### src/rtl/mac_pe_v2.sv
// Output-stationary systolic PE: signed multiply or clamped shift-multiply into a wide
// accumulator, with a result drain chain. Define MAC_SAT_EN for saturating accumulation and ovf.
module mac_pe_v2 #(
  parameter int DATA_W    = 8,
  parameter int ACC_W     = 24,
  parameter int SHIFT_MAX = 8,
  parameter int DRAIN_LEN = 0
) (
  input  logic              clk,
  input  logic              reset,
  input  logic              mode,
  input  logic [DATA_W-1:0] up_in,
  input  logic              up_valid_in,
  input  logic [DATA_W-1:0] left_in,
  input  logic              left_valid_in,
  output logic [DATA_W-1:0] up_out,
  output logic              up_valid_out,
  output logic [DATA_W-1:0] left_out,
  output logic              left_valid_out,
  input  logic              acc_clr,
  input  logic              drain_start,
  input  logic [ACC_W-1:0]  res_in,
  input  logic              res_valid_in,
  output logic [ACC_W-1:0]  res_out,
  output logic              res_valid_out,
  output logic              busy,
  output logic              ovf
);

  typedef enum logic {S_ACC, S_DRAIN} state_t;

  localparam logic [DATA_W-1:0] SH_LIM    = DATA_W'(SHIFT_MAX);
  localparam logic [7:0]        DRAIN_CNT = 8'(DRAIN_LEN);

  state_t              state_reg, state_next;
  logic [ACC_W-1:0]    acc_reg, acc_next;
  logic [ACC_W-1:0]    res_reg, res_next;
  logic                res_valid_reg, res_valid_next;
  logic [7:0]          cnt_reg, cnt_next;
  logic [DATA_W-1:0]   up_reg, left_reg;
  logic                up_valid_reg, left_valid_reg;

  logic                fire, drain_go;
  logic [DATA_W-1:0]   sh;
  logic signed [DATA_W-1:0]   left_s;
  logic signed [2*DATA_W-1:0] mul_full;
  logic signed [ACC_W-1:0]    left_ext, mul_ext;
  logic [ACC_W-1:0]    shl, prod, base, acc_sum;

  assign fire     = up_valid_in & left_valid_in;
  assign drain_go = (state_reg == S_ACC) & drain_start;

  // Operands are sign-extended to the accumulator width before use.
  assign left_s   = left_in;
  assign mul_full = $signed(up_in) * $signed(left_in);
  assign mul_ext  = ACC_W'(mul_full);
  assign left_ext = ACC_W'(left_s);
  assign sh       = (up_in > SH_LIM) ? SH_LIM : up_in;
  assign shl      = left_ext <<< sh;

  always_comb begin
    prod = '0;
    if (fire) prod = mode ? shl : mul_ext;
  end

  assign base = acc_clr ? '0 : acc_reg;

`ifdef MAC_SAT_EN
  localparam logic [ACC_W-1:0] ACC_MAX = {1'b0, {(ACC_W-1){1'b1}}};
  localparam logic [ACC_W-1:0] ACC_MIN = {1'b1, {(ACC_W-1){1'b0}}};

  logic [ACC_W:0] sum_wide;
  logic           clamp;
  logic           ovf_reg, ovf_next;

  // One guard bit: differing top two bits means the signed add left the range.
  assign sum_wide = {base[ACC_W-1], base} + {prod[ACC_W-1], prod};
  assign clamp    = sum_wide[ACC_W] ^ sum_wide[ACC_W-1];
  assign acc_sum  = !clamp ? sum_wide[ACC_W-1:0] : (sum_wide[ACC_W] ? ACC_MIN : ACC_MAX);

  always_comb begin
    ovf_next = ovf_reg | clamp;
    if (drain_go)     ovf_next = 1'b0;
    else if (acc_clr) ovf_next = clamp;
  end

  always_ff @(posedge clk) begin
    if (reset) ovf_reg <= 1'b0;
    else       ovf_reg <= ovf_next;
  end

  assign ovf = ovf_reg;
`else
  assign acc_sum = base + prod;
  assign ovf     = 1'b0;
`endif

  always_comb begin
    state_next     = state_reg;
    acc_next       = acc_sum;
    res_next       = res_reg;
    res_valid_next = 1'b0;
    cnt_next       = cnt_reg;
    case (state_reg)
      S_ACC: begin
        if (drain_go) begin
          res_next       = acc_sum;
          res_valid_next = 1'b1;
          acc_next       = '0;
          cnt_next       = DRAIN_CNT;
          if (DRAIN_LEN > 0) state_next = S_DRAIN;
        end
      end
      S_DRAIN: begin
        res_next       = res_in;
        res_valid_next = res_valid_in;
        cnt_next       = cnt_reg - 8'd1;
        if (cnt_reg == 8'd1) state_next = S_ACC;
      end
      default: state_next = S_ACC;
    endcase
  end

  always_ff @(posedge clk) begin
    if (reset) begin
      state_reg      <= S_ACC;
      acc_reg        <= '0;
      res_reg        <= '0;
      res_valid_reg  <= 1'b0;
      cnt_reg        <= '0;
      up_reg         <= '0;
      left_reg       <= '0;
      up_valid_reg   <= 1'b0;
      left_valid_reg <= 1'b0;
    end else begin
      state_reg      <= state_next;
      acc_reg        <= acc_next;
      res_reg        <= res_next;
      res_valid_reg  <= res_valid_next;
      cnt_reg        <= cnt_next;
      up_reg         <= up_in;
      left_reg       <= left_in;
      up_valid_reg   <= up_valid_in;
      left_valid_reg <= left_valid_in;
    end
  end

  assign up_out         = up_reg;
  assign up_valid_out   = up_valid_reg;
  assign left_out       = left_reg;
  assign left_valid_out = left_valid_reg;
  assign res_out        = res_reg;
  assign res_valid_out  = res_valid_reg;
  assign busy           = (state_reg == S_DRAIN);

endmodule
### config.mk
export PLATFORM = sky130hd
export DESIGN_NAME = mac_pe_v2
export DESIGN_NICKNAME = d
export VERILOG_FILES = /design/src/rtl/mac_pe_v2.sv
export SDC_FILE = /design/constraint.sdc
export NUM_CORES = 1
export LEC_CHECK = 0
export ABC_AREA = 1
export CORE_UTILIZATION = 50
export CTS_BUF_LIST = sky130_fd_sc_hd__clkbuf_8
export CTS_CLUSTER_DIAMETER = 60
export DETAILED_ROUTE_END_ITERATION = 10
export GPL_TIMING_DRIVEN = 0
export PLACE_DENSITY = 0.73
export SLEW_MARGIN = 20
export SYNTH_ARGS = -nofsm -noshare
export SYNTH_HDL_FRONTEND = slang
export SYNTH_SLANG_ARGS = --single-unit
### constraint.sdc
create_clock -name clk -period 20.4 [get_ports clk]
set_clock_uncertainty 0.1 [all_clocks]
set_input_delay 6.12 -clock clk [delete_from_list [all_inputs] [get_ports clk]]
set_output_delay 6.12 -clock clk [all_outputs]
set_load 0.02 [all_outputs]
==> flow_metrics.tcl, run 1 <==
set metrics [dict create \
    cts.clk_slew.worst_paths_ns 0.09 \
    syn-num-nets 1282 \
    io_buffers 78 \
    drive_gt1_frac 0.0476 \
    min_path_type "flip-flop to flip-flop" \
    antenna_cells 0 \
    fin_area_sq_um 8700 \
    startpoint_type "input pin" \
    syn_to_final_growth_pct 16.0 \
    path_class "input pin to flip-flop" \
    drv_cap 0 \
    cp_num_buf_inv 9 \
    max_stage_delay_ns 0.59 \
    slew_headroom 0.529 \
    clock_tree.buffer_depth 2 \
    dieWidth_um 124 \
    finalCriticalPeriod_ns 12.81 \
    synth.top_cell.area_share 0.203 \
    start_util 0.514 \
    ant_nets 0 \
    die_height_um 124 \
    crit_family "adder cells" \
    nNetsFinal 1371 \
    critPathCaptureType "flip-flop" \
    yosysMostFrequentCell "nand2_1" \
    yosysWarnings 0 \
    syn_area_sq_um 7500 \
    clk_latency_ns 0.37 \
    io_pins 93 \
    placed_cell_area_sq_um 8510 \
    netlist_instances 1124 \
    finalHoldViolations 0 \
    synth.avg_cell_area_sq_um 6.67 \
    root_buffer "clkbuf_8" \
    drt_iter0_markers 494 \
    critPathRequiredTime_ns 20.60 \
    synth_edf_count 0 \
    ys_ff_latch 76 \
    utilization 0.597 \
    seq_area_sq_um 1520 \
    wl_per_cell_um 13.3 \
    num_vias 7037 \
    die-area_sq_um 15500 \
    grt_pass1_wl_mm 32.1 \
    multi_input_area_sq_um 4840 \
    drt_pass1_iterations 5 \
    status "completed" \
    setup_viol 0 \
    coreArea_sq_um 14600 \
    dpl.hpwl_mm 15.3 \
    htreeDepth 3 \
    fillers 1392 \
    hold_buffers 0 \
    antenna_found_initial 0 \
    grtUsageMet2 0.398 \
    grtUsageMet3 0.0533 \
    p_leak_nw 4.53 \
    fin_tns_setup_ns 0 \
    power_density_nw_per_um2 73.0 \
    ys_top_cells_by_count "nand2_1, inv_1, nor2_1" \
    grt_overflow 0 \
    ys_async_sr_fraction 0 \
    rsz0062_at_grt "false" \
    synth_top_area_cell "dfxtp_1" \
    cts-resized-gates 0 \
    grt_busiest_layer "met2" \
    arrival_ns 13.01 \
    cts_tree "built" \
    period_share 0.628 \
    post_cts_buffers 0 \
    ir_drop_mv 0.0450 \
    gp_congestion 0.974 \
    max_freq_mhz 78.1 \
    ys_top_cells_by_area "dfxtp_1, fa_1, nand2_1, inv_1, ha_1" \
    synth.distinct_cells 43 \
    row_count 44 \
    synth_ff_type "dfxtp_1" \
    viasPerCell 5.02 \
    drc 0 \
    crit_path_top_delay_cell "clkdlybuf4s50_1" \
    cts_sinks 76 \
    grt_pass1_vias 6777 \
    drt_wl_total_mm 18.7 \
    cp_max_fo 10 \
    met1_usage 0.357 \
    seq_area_frac_synth 0.203 \
    cts_buffers 9 \
    worstMarginPinSlew_ns 0.707 \
    grt_max_degree 14 \
    crit_top_cell "nand2_1" \
    drv_slew 0 \
    grt_use_total 0.255 \
]
-- cell families (layout without fill, tap and decap cells) --
group / after synthesis / after routing / share of synthesized area
buffers and inverters: 290 / 384 / 0.152
XOR/XNOR: 18 / 18 / 0.0210
other: 1 / 1 / 0.000500
adder cells (fa/ha/maj): 110 / 110 / 0.240
AO/OA/AOI/OAI: 156 / 156 / 0.119
flip-flops: 76 / 76 / 0.203
AND/OR/NAND/NOR: 473 / 473 / 0.265
-- placed cells by master, fill, tap and decap left out, drive strengths merged, types with 2 or more instances in the layout --
master         instances
nand2                265
inv                  247
nor2                 119
clkdlybuf4s50         78
dfxtp                 76
a21oi                 69
fa                    56
ha                    54
nand3                 53
o21ai                 49
clkbuf                30
buf                   20
a22oi                 15
nand4                 14
or2                   13
xor2                  11
a31oi                  9
xnor2                  7
clkinv                 7
nor3                   6
o211ai                 4
a21o                   3
nand3b                 2
a211oi                 2
-- routing by layer --
metal	wire length, um	part of all wire
met5	0	0
met4	308	0.016
met3	1260	0.067
met2	7950	0.43
met1	9150	0.49
-- per-stage QoR --
stage	hold WS (ns)	std cells	worst slack [ns]	power, W
2_1_floorplan	0.337	1124	8.75	0.000438
3_3_place_gp	0.356	1386	7.27	0.000518
3_5_place_dp	0.363	1386	7.25	0.000524
4_1_cts	0.375	1402	7.59	0.000640
5_1_grt	0.410	1402	7.03	0.000705
6_report	0.376	1402	7.59	0.000635
-- report_power, final --
group	leakage, nW	internal (W)	switching (W)	total (W)
sequential	0.620	0.000157	0.00000332	0.000161
clock	0.100	0.0000560	0.0000581	0.000114
combinational	3.81	0.000144	0.000217	0.000361
-- path summary, 6_finish.rpt --
path	startpoint	end	slack, ns	cells past startpoint
setup / recovery	left_in[7]	res_out[23]	7.59	37
hold reg to reg	cnt_reg[7]	cnt_reg[7]	0.38	1
setup reg to reg	acc_reg[0]	res_out[14]	17.77	13
hold / removal	cnt_reg[7]	cnt_reg[7]	0.38	1
-- area by class of cell --
| type | instances | share of cell area |
|---|---|---|
| repair buffers | 78 | 0.0897 |
| clock buffers | 9 | 0.0142 |
| plain buffers | 41 | 0.0236 |
| inverters | 249 | 0.107 |
| well taps | 184 | 0.0264 |
| clock inverters | 7 | 0.00791 |
| multi-input cells | 758 | 0.556 |
| flip-flops and latches | 76 | 0.175 |
Note: power is estimated with default switching activity, not from simulation.
==> run 2, diff against run 1 <==
- clock period: 20.4 -> 12.41 ns (I/O delays scaled with it)
==> results of run 2 <==
Same layout as run 1 (identical final DEF). Status: completed.
Main changes from that run: setup slack after placement 7.25 ns -> 1.66 ns; setup slack after layout 7.59 ns -> 2.00 ns; register-to-register setup slack 17.77 ns -> 9.78 ns; total power 0.000635 W -> 0.00104 W; worst IR drop on VDD 0.0450 mV -> 0.0740 mV
==> run 3, diff against run 2 <==
- clock period: 12.41 -> 10 ns (I/O delays scaled with it)
==> run 3 against run 2 <==
  * Count of clock-buffer cells in the layout stayed put
  * Total power up 24%
  * Combinational power increased by 24%
  * Register-to-register slack lost 2.4 ns
  * Worst hold slack barely moved
  * Sequential share of layout area stayed put
  * Clock power up 24%
  * Cell area is the same
  * Final cell count is essentially flat
  * First-iteration DRC count grew 11%
  * Non-clock buffer count fell by 1
  * Critical endpoint unchanged
==> flow_metrics.tcl, run 3 (synthesized netlist as in run 1, its figures left out) <==
set metrics [dict create \
    coreArea_sq_um 14600 \
    drive_gt1_frac 0.0485 \
    arrival_ns 9.66 \
    power.net_switching_w 0.000567 \
    cts.clk_slew.worst_paths_ns 0.09 \
    slew_headroom 0.530 \
    p_int_w 0.000728 \
    cts_sinks 76 \
    multi_input_area_sq_um 4840 \
    cts-resized-gates 0 \
    crit_family "adder cells" \
    finalHoldViolations 0 \
    status "completed" \
    ir_drop_mv 0.0919 \
    htreeDepth 3 \
    num_vias 7068 \
    wl_per_cell_um 13.3 \
    power_density_nw_per_um2 149 \
    antenna_cells 0 \
    worstMarginPinSlew_ns 0.706 \
    max_stage_delay_ns 0.72 \
    gp_congestion 0.974 \
    rsz0062_at_grt "false" \
    cp_num_buf_inv 6 \
    drt_iter0_markers 549 \
    switching_share 0.438 \
    drc 0 \
    grt_max_degree 14 \
    drv_slew 0 \
    ant_nets 0 \
    p_clk_frac 0.180 \
    grt_pass1_wl_mm 32.1 \
    die-area_sq_um 15500 \
    fillers 1393 \
    drv_cap 0 \
    utilization 0.597 \
    antenna_found_initial 0 \
    cp_max_fo 12 \
    crit_top_cell "nand2_1" \
    total_power_w 0.00130 \
    dpl.hpwl_mm 15.3 \
    period_share 0.947 \
    p_leak_nw 4.53 \
    mostFrequentLayoutCell "nand2_1" \
    io_buffers 78 \
    die_height_um 124 \
    setup_viol 0 \
    viasPerCell 5.04 \
    grt_use_total 0.255 \
    cts_buffers 9 \
    min_path_type "flip-flop to flip-flop" \
    critPathRequiredTime_ns 10.20 \
    io_pins 93 \
    grt_overflow 0 \
    seqPwrFrac 0.253 \
    syn_to_final_growth_pct 16.0 \
    grt_pass1_vias 6777 \
    max_freq_mhz 106 \
    finalCriticalPeriod_ns 9.47 \
    drt_pass1_iterations 7 \
    start_util 0.514 \
    root_buffer "clkbuf_8" \
    hold_buffers 0 \
    power_frac_comb 0.568 \
    holdWs_ns 0.376 \
    path_class "input pin to flip-flop" \
    crit_path_top_delay_cell "clkdlybuf4s50_1" \
    final_cell_mix "nand2_1, inv_1, nor2_1" \
    seq_area_sq_um 1520 \
    nNetsFinal 1370 \
    cts_tree "built" \
    drt_wl_total_mm 18.7 \
    clock_tree.buffer_depth 2 \
    startpoint_type "input pin" \
    row_count 44 \
    clk_latency_ns 0.37 \
    dieWidth_um 124 \
    post_cts_buffers 0 \
    critPathCaptureType "flip-flop" \
]
[run 3: cell types whose count changed in the layout (fill, tap and decap cells not counted), sizes merged]
| cell | change |
|---|---|
| clkinvlp | +1 |
| clkbuf | -1 |
| inv | -1 |
[run 3: area by class of cell]
cell class | instances | share of cell area
Buffer | 40 | 0.0231
Clock buffer | 9 | 0.0142
Clock inverter | 7 | 0.00791
Inverter | 249 | 0.108
Multi-Input combinational cell | 758 | 0.556
Sequential cell | 76 | 0.175
Tap cell | 184 | 0.0264
Timing Repair Buffer | 78 | 0.0897
[run 3: path summary, 6_finish.rpt]
kind / startpoint / to / slack (ns) / cells past startpoint
worst min register to register: cnt_reg[7] / cnt_reg[7] / 0.38 / 1
worst max-delay path: left_in[7] / res_out[23] / 0.53 / 34
worst min-delay path: cnt_reg[7] / cnt_reg[7] / 0.38 / 1
worst max register to register: acc_reg[0] / res_out[14] / 7.36 / 13
[run 3: metal layers]
metal  part of all wire  up-vias  GRT usage
li1                   -     3617          -
met1               0.50     3230      0.357
met5                  0        -          0
met4              0.018        0     0.0666
met2               0.42      192      0.398
met3              0.059       29     0.0533
[run 3: stage by stage]
stage,setup slack [ns],std cells,setup TNS (ns),instance area (sq um)
finish,0.533,1401,0,8700
global route,0.0327,1401,0,8700
CTS,0.314,1402,0,8700
detailed placement,-0.0319,1386,-0.0319,8510
global placement,-0.0125,1386,-0.0125,8510
floorplan,1.47,1124,0,7500
[run 3: power groups by stage]
stage	clock (W)	combinational, W	sequential (W)
2_1_floorplan	0	0.000544	0.000349
3_3_place_gp	0	0.000722	0.000334
3_5_place_dp	0	0.000735	0.000334
4_1_cts	0.000237	0.000740	0.000328
5_1_grt	0.000250	0.000859	0.000330
6_report	0.000233	0.000735	0.000328
